==> config.mk <==
export PLATFORM = sky130hd
export DESIGN_NAME = alu_ctrl_seq
export DESIGN_NICKNAME = d
export VERILOG_FILES = /design/src/rtl/alu_ctrl_seq.sv
export SDC_FILE = /design/constraint.sdc
export NUM_CORES = 1
export LEC_CHECK = 0
export CORE_ASPECT_RATIO = 0.75
export CORE_MARGIN = 1.5
export CORE_UTILIZATION = 30
export DETAILED_ROUTE_END_ITERATION = 12
export PLACE_DENSITY = 0.58
export SLEW_MARGIN = 15
export SYNTH_ARGS = -nofsm -noshare
export SYNTH_HDL_FRONTEND = slang
export SYNTH_SLANG_ARGS = --single-unit
==> constraint.sdc <==
create_clock -name clk -period 1.9 [get_ports clk]
set_clock_uncertainty 0.05 [all_clocks]
set_input_delay 0.38 -clock clk [delete_from_list [all_inputs] [get_ports clk]]
set_output_delay 0.38 -clock clk [all_outputs]
set_load 0.05 [all_outputs]
==> src/rtl/alu_ctrl_seq.sv <==
// Sequential ALU control decoder: captures (ALUop, fCode, shamt) over valid/ready
// and emits the ALU control code, expanding shifts into single-bit steps.
module alu_ctrl_seq #(
    parameter int unsigned OP_W   = 3,
    parameter int unsigned FC_W   = 4,
    parameter int unsigned CTRL_W = 4,
    parameter int unsigned SH_W   = 5
) (
    input  logic              clk,
    input  logic              rst,
    input  logic              in_valid,
    output logic              in_ready,
    input  logic [OP_W-1:0]   ALUop,
    input  logic [FC_W-1:0]   fCode,
    input  logic [SH_W-1:0]   shamt,
    output logic [CTRL_W-1:0] ALU_ctrlOp,
    output logic              out_valid,
    input  logic              out_ready,
    output logic              out_last,
    output logic              busy,
    output logic              illegal
);

    localparam logic [CTRL_W-1:0] C_ADD    = CTRL_W'(0);
    localparam logic [CTRL_W-1:0] C_COMP   = CTRL_W'(1);
    localparam logic [CTRL_W-1:0] C_AND    = CTRL_W'(2);
    localparam logic [CTRL_W-1:0] C_XOR    = CTRL_W'(3);
    localparam logic [CTRL_W-1:0] C_SHL1   = CTRL_W'(4);
    localparam logic [CTRL_W-1:0] C_SRL1   = CTRL_W'(5);
    localparam logic [CTRL_W-1:0] C_SRA1   = CTRL_W'(6);
    localparam logic [CTRL_W-1:0] C_PASS_B = CTRL_W'(7);
    localparam logic [CTRL_W-1:0] C_PASS_A = CTRL_W'(8);

    typedef enum logic [1:0] {
        S_IDLE   = 2'd0,
        S_SINGLE = 2'd1,
        S_SHIFT  = 2'd2,
        S_ERR    = 2'd3
    } state_t;

    state_t            state;
    state_t            state_nxt;
    logic [CTRL_W-1:0] code_q;
    logic [SH_W-1:0]   count_q;

    logic [CTRL_W-1:0] dec_code;
    logic              dec_shift;
    logic              dec_illegal;
    logic              capture;
    logic              shamt_zero;

    // Request decode, evaluated on the live inputs while idle
    always_comb begin
        dec_code    = C_ADD;
        dec_shift   = 1'b0;
        dec_illegal = 1'b0;
        if (ALUop == OP_W'(0)) begin
            case (fCode)
                FC_W'(0): dec_code = C_ADD;
                FC_W'(1): dec_code = C_COMP;
                FC_W'(2): dec_code = C_AND;
                FC_W'(3): dec_code = C_XOR;
                FC_W'(4), FC_W'(7): begin dec_code = C_SHL1; dec_shift = 1'b1; end
                FC_W'(5), FC_W'(8): begin dec_code = C_SRL1; dec_shift = 1'b1; end
                FC_W'(6), FC_W'(9): begin dec_code = C_SRA1; dec_shift = 1'b1; end
                default:  dec_illegal = 1'b1;
            endcase
        end else if (ALUop == OP_W'(1)) begin
            dec_code = C_ADD;
        end else if (ALUop == OP_W'(2)) begin
            dec_code = C_COMP;
        end else if (ALUop == OP_W'(3)) begin
            dec_code = C_PASS_B;
        end else begin
            dec_illegal = 1'b1;
        end
    end

    assign capture    = (state == S_IDLE) && in_valid;
    assign shamt_zero = (shamt == SH_W'(0));

    // State register
    always_ff @(posedge clk) begin
        if (!rst) begin
            state <= S_IDLE;
        end else begin
            state <= state_nxt;
        end
    end

    // Next-state logic
    always_comb begin
        state_nxt = state;
        case (state)
            S_IDLE: begin
                if (in_valid) begin
                    if (dec_illegal)                   state_nxt = S_ERR;
                    else if (dec_shift && !shamt_zero) state_nxt = S_SHIFT;
                    else                               state_nxt = S_SINGLE;
                end
            end
            S_SINGLE: if (out_ready) state_nxt = S_IDLE;
            S_SHIFT:  if (out_ready && (count_q == SH_W'(1))) state_nxt = S_IDLE;
            S_ERR:    state_nxt = S_IDLE;
            default:  state_nxt = S_IDLE;
        endcase
    end

    // Captured code and remaining shift steps; a zero-length shift becomes PASS_A
    always_ff @(posedge clk) begin
        if (!rst) begin
            code_q  <= C_ADD;
            count_q <= SH_W'(0);
        end else if (capture && !dec_illegal) begin
            code_q  <= (dec_shift && shamt_zero) ? C_PASS_A : dec_code;
            count_q <= shamt;
        end else if ((state == S_SHIFT) && out_ready) begin
            count_q <= count_q - SH_W'(1);
        end
    end

    // Moore outputs decoded from the registered state
    always_comb begin
        in_ready   = 1'b0;
        out_valid  = 1'b0;
        out_last   = 1'b0;
        busy       = 1'b0;
        illegal    = 1'b0;
        ALU_ctrlOp = C_ADD;
        case (state)
            S_IDLE: in_ready = 1'b1;
            S_SINGLE: begin
                out_valid  = 1'b1;
                out_last   = 1'b1;
                busy       = 1'b1;
                ALU_ctrlOp = code_q;
            end
            S_SHIFT: begin
                out_valid  = 1'b1;
                out_last   = (count_q == SH_W'(1));
                busy       = 1'b1;
                ALU_ctrlOp = code_q;
            end
            S_ERR: begin
                illegal = 1'b1;
                busy    = 1'b1;
            end
            default: in_ready = 1'b0;
        endcase
    end

endmodule

==> impl_metrics.prom <==
# TYPE chip_impl_metric gauge
chip_impl_metric{name="grt_pass1_wl",unit="um"} 3360
chip_impl_metric{name="clock-sinks",unit=""} 11
chip_impl_info{name="tritoncts_clock_tree",value="done"} 1
chip_impl_metric{name="arrival",unit="ps"} 1970
chip_impl_metric{name="global_route.usage.total",unit="%"} 14.72
chip_impl_metric{name="clk_path_buf_depth",unit=""} 2
chip_impl_metric{name="regArea",unit="um2"} 225.2
chip_impl_metric{name="detail-route-antenna-nets",unit=""} 0
chip_impl_metric{name="power_per_cell_area",unit="mW/mm2"} 1192
chip_impl_metric{name="power.share.sequential",unit="%"} 22.0
chip_impl_metric{name="finalNetCount",unit=""} 160
chip_impl_metric{name="register_clock_pin_slew_on_the_reported_worst_setup_and_hold_paths",unit="ps"} 70
chip_impl_metric{name="clock_latency",unit="ps"} 270
chip_impl_metric{name="post_drt_via_cell_ratio",unit=""} 4.705
chip_impl_metric{name="diodes",unit=""} 0
chip_impl_metric{name="timing.final.crit_period",unit="ps"} 1822
chip_impl_info{name="critical-path-top-delay-family",value="simple AND/OR/NAND/NOR gates"} 1
chip_impl_metric{name="antenna_violations_before_repair",unit=""} 0
chip_impl_metric{name="intPower",unit="uW"} 907.4
chip_impl_info{name="result_of_the_run",value="complete, no violations"} 1
chip_impl_metric{name="number_of_flip_flops_and_latches_in_the_synthesized_netlist",unit=""} 11
chip_impl_metric{name="grt_pass1_vias",unit=""} 752
chip_impl_info{name="min_to",value="code_q[1]"} 1
chip_impl_metric{name="cap_violations",unit=""} 0
chip_impl_metric{name="grt_util_met3",unit="%"} 5.176
chip_impl_metric{name="fraction_of_final_layout_cells_with_drive_strength_greater_than_1",unit="%"} 28.47
chip_impl_metric{name="dr.pass1.iters",unit=""} 4
chip_impl_metric{name="io_pins",unit=""} 25
chip_impl_metric{name="drt-wirelength-per-cell",unit="um"} 11.71
chip_impl_metric{name="cp_max_fo",unit=""} 3
chip_impl_metric{name="final-max-slew-violation-count",unit=""} 0
chip_impl_metric{name="placement_rows",unit=""} 16
chip_impl_info{name="crit_slowest_cell",value="sky130_fd_sc_hd__clkdlybuf4s50_1"} 1
chip_impl_metric{name="route.detailed.drc",unit=""} 0
chip_impl_metric{name="via_count",unit=""} 814
chip_impl_metric{name="synth_fp_nets",unit=""} 121
chip_impl_info{name="crit-reg2reg-capture",value="state[1]"} 1
chip_impl_info{name="rsz0062_at_grt",value="yes"} 1
chip_impl_metric{name="grt.overflow.total",unit=""} 0
chip_impl_metric{name="report.final.setup_viol",unit=""} 0
chip_impl_metric{name="total_power",unit="mW"} 1.584
chip_impl_metric{name="cts_h_tree_depth",unit=""} 1
chip_impl_metric{name="syn_area",unit="um2"} 804.5
chip_impl_metric{name="post_synth_num_cell_types",unit=""} 36
chip_impl_metric{name="share_of_the_clock_period_used_by_the_worst_path",unit="%"} 95.89
chip_impl_metric{name="tritoncts.num_buffers",unit=""} 3
chip_impl_metric{name="drt_first_iter_violations",unit=""} 30
chip_impl_info{name="worst_hold_startpoint",value="code_q[1]"} 1
chip_impl_metric{name="critical_path.n_buffers_inverters",unit=""} 1
chip_impl_metric{name="power_leakage",unit="nW"} 0.5478
chip_impl_metric{name="design.die.area",unit="mm2"} 0.003004
chip_impl_metric{name="dpl.hpwl",unit="um"} 1659
chip_impl_info{name="critical_path.startpoint_type",value="input port"} 1
chip_impl_metric{name="power_switching_share",unit="%"} 42.71
chip_impl_info{name="worstSetupPathType",value="input port to register"} 1
chip_impl_metric{name="required_time_at_the_worst_slack_endpoint",unit="ps"} 2050
chip_impl_metric{name="postCtsSetupRepairBufs",unit=""} 0
chip_impl_info{name="crit_top_cell",value="sky130_fd_sc_hd__or3_1"} 1
chip_impl_metric{name="wl_final",unit="um"} 2025
chip_impl_metric{name="p_switching",unit="uW"} 676.5
chip_impl_info{name="timing.critical_path.cells",value="clkdlybuf4s50_1 -> or3_1 -> or3_1 -> or2_0 -> a21boi_1"} 1
chip_impl_metric{name="fillerInstances",unit=""} 230
chip_impl_metric{name="yosysWarnings",unit=""} 0
chip_impl_metric{name="vdd_drop_max",unit="uV"} 479.3
chip_impl_metric{name="number_of_cells_produced_by_synthesis",unit=""} 99
chip_impl_info{name="r2r_start",value="state[0]"} 1
chip_impl_metric{name="regToRegSetupSlack",unit="ps"} 180
chip_impl_metric{name="tightest_slew",unit="ps"} 394.8
chip_impl_metric{name="hold-path-cell-count",unit=""} 2
chip_impl_metric{name="synth_edf_count",unit=""} 0
chip_impl_info{name="buffer_type_at_the_clock_tree_root",value="sky130_fd_sc_hd__clkbuf_4"} 1
chip_impl_metric{name="grt_start_max_net_pins",unit=""} 12
chip_impl_metric{name="io_buffer_count",unit=""} 24
chip_impl_metric{name="last_weighted_congestion_value_of_the_routability_driven_placer",unit=""} 0.7547
chip_impl_metric{name="groute.layer.met1.usage",unit="%"} 18.99
chip_impl_metric{name="layout-area-overhead-vs-synth",unit="%"} 65.16
chip_impl_metric{name="final.setup.tns",unit="ps"} 0
chip_impl_metric{name="post_syn_area_per_cell",unit="um2"} 8.126
chip_impl_metric{name="critical-path-max-stage-delay",unit="ps"} 440
chip_impl_info{name="ys_dominant_reg_cell",value="sky130_fd_sc_hd__dfxtp_1"} 1
chip_impl_metric{name="floorplan.die.width",unit="um"} 62.80
chip_impl_metric{name="floorplan.core_area",unit="mm2"} 0.002582
chip_impl_info{name="endpoint_kind",value="register"} 1
chip_impl_metric{name="max-slew-margin-rel",unit="%"} 73.44
chip_impl_metric{name="synth_seq_area_share",unit="%"} 27.37
chip_impl_metric{name="share_clk_of_total_power",unit="%"} 10.0
chip_impl_metric{name="multi_input_area",unit="um2"} 590.6
chip_impl_metric{name="comb_power_share",unit="%"} 68.0
chip_impl_metric{name="asyncSetResetFlopFracSynth",unit="%"} 0
chip_impl_metric{name="fmaxAchievable",unit="MHz"} 548.9
chip_impl_info{name="globalRoute.busiestLayer",value="met2"} 1
chip_impl_metric{name="met2_track_demand_over_resource_in_global_routing",unit="%"} 24.09
chip_impl_info{name="holdCritPathClass",value="register to register"} 1
chip_impl_metric{name="floorplan.initialDensity",unit="%"} 31.15
chip_impl_metric{name="die_height",unit="um"} 47.85
chip_impl_metric{name="worst_r2r_path_depth",unit=""} 7
chip_impl_metric{name="hold_violations",unit=""} 0
-- layout make-up --
cell class,count,share of cell area (%)
inverters,6,1.977
multi-input cells,79,44.44
repair buffers,37,31.26
clock buffers,4,1.977
well taps,36,3.390
flip-flops and latches,11,16.95
-- synth_stat cells (2+ instances only) --
library cell | number | area share (%)
sky130_fd_sc_hd__o21bai_1 | 3 | 2.8
sky130_fd_sc_hd__and2_1 | 5 | 3.9
sky130_fd_sc_hd__or3_1 | 2 | 1.6
sky130_fd_sc_hd__nand2_1 | 15 | 7.0
sky130_fd_sc_hd__dfxtp_1 | 11 | 27
sky130_fd_sc_hd__nor2_1 | 4 | 1.9
sky130_fd_sc_hd__a21boi_0 | 2 | 1.9
sky130_fd_sc_hd__nor2b_1 | 2 | 1.6
sky130_fd_sc_hd__nor3_1 | 2 | 1.2
sky130_fd_sc_hd__nand3b_1 | 2 | 1.9
sky130_fd_sc_hd__a21boi_1 | 2 | 1.9
sky130_fd_sc_hd__o21ai_0 | 3 | 1.9
sky130_fd_sc_hd__o211a_1 | 4 | 5.0
sky130_fd_sc_hd__or2_1 | 2 | 1.6
sky130_fd_sc_hd__ha_1 | 6 | 9.3
sky130_fd_sc_hd__nor4b_1 | 3 | 3.3
sky130_fd_sc_hd__inv_1 | 6 | 2.8
sky130_fd_sc_hd__mux2i_1 | 2 | 2.5
sky130_fd_sc_hd__a21oi_1 | 4 | 2.5
sky130_fd_sc_hd__xnor2_1 | 3 | 3.3
-- cells by family after synthesis --
logic type,Yosys count,share of synthesized area [%]
multiplexers,2,2.488
AND/OR/NAND/NOR,43,28.46
XOR/XNOR,4,4.355
adder cells (fa/ha/maj),6,9.331
AO/OA/AOI/OAI,24,22.71
flip-flops,11,27.37
buffers and inverters,9,5.286
-- cells in the final DEF, fill, tap and decap left out, drive strengths merged, types with 5 or more instances in the layout --
cell,n
a21boi,5
and2,5
buf,22
clkdlybuf4s50,15
dfxtp,11
ha,6
inv,5
nand2,15
-- layer usage --
metal	routed length [um]	share of wire [%]	up-vias
met3	102	5.0	2
met2	881	44	15
met5	0	0	-
met4	12	0.59	0
li1	-	-	421
met1	1028	51	376
-- worst min-delay path, delay by kind of cell, from the launching register on --
kind | cells | cell delay [ps]
AOI/OAI and AO/OA | 1 | 60
DFF | 1 | 310
and+or+nand+nor | 1 | 50
-- power by group through the flow --
stage	clock network (mW)	registers, mW	logic, mW
floorplan	0	0.323	0.642
global placement	0	0.333	1.03
detailed placement	0	0.334	1.05
CTS	0.163	0.338	1.07
global route	0.171	0.353	1.15
finish	0.158	0.349	1.08
-- stage by stage --
stage          utilization (%)  hold slack (ps)  area [um2]  setup WS (ps)  std cells
2_1_floorplan                -            376.2       823.3          91.81         99
3_3_place_gp             48.93            391.7        1264         -204.2        169
3_5_place_dp             48.93            406.5        1264         -221.3        169
4_1_cts                  50.53            417.1        1305          21.15        173
5_1_grt                  51.45            428.5        1329         -3.870        173
6_report                 51.45            410.2        1329          78.14        173
-- worst max path at each step --
stage,from,end,slack (ps),cells past startpoint
2_1_floorplan,state[0],state[0],90,7
3_3_place_gp,fCode[2],count_q[3],-200,6
3_5_place_dp,fCode[2],count_q[0],-220,6
4_1_cts,count_q[1],out_last,20,6
5_1_grt,count_q[1],out_last,-4,6
6_report,ALUop[0],code_q[3],80,5
-- state kept, by name, summed over array words and instances, names as in the netlist --
| register | flops |
|---|---|
| state | 2 |
| count_q | 5 |
| code_q | 4 |
-- what timing repair did --
item	4_1_cts	5_1_grt
gates resized for setup	2	9
endpoints found under the setup margin	1	10
hold endpoints to repair	0	0
hold buffers	0	0
pin swaps	0	1
No activity file was read; power rests on OpenSTA's default activity.
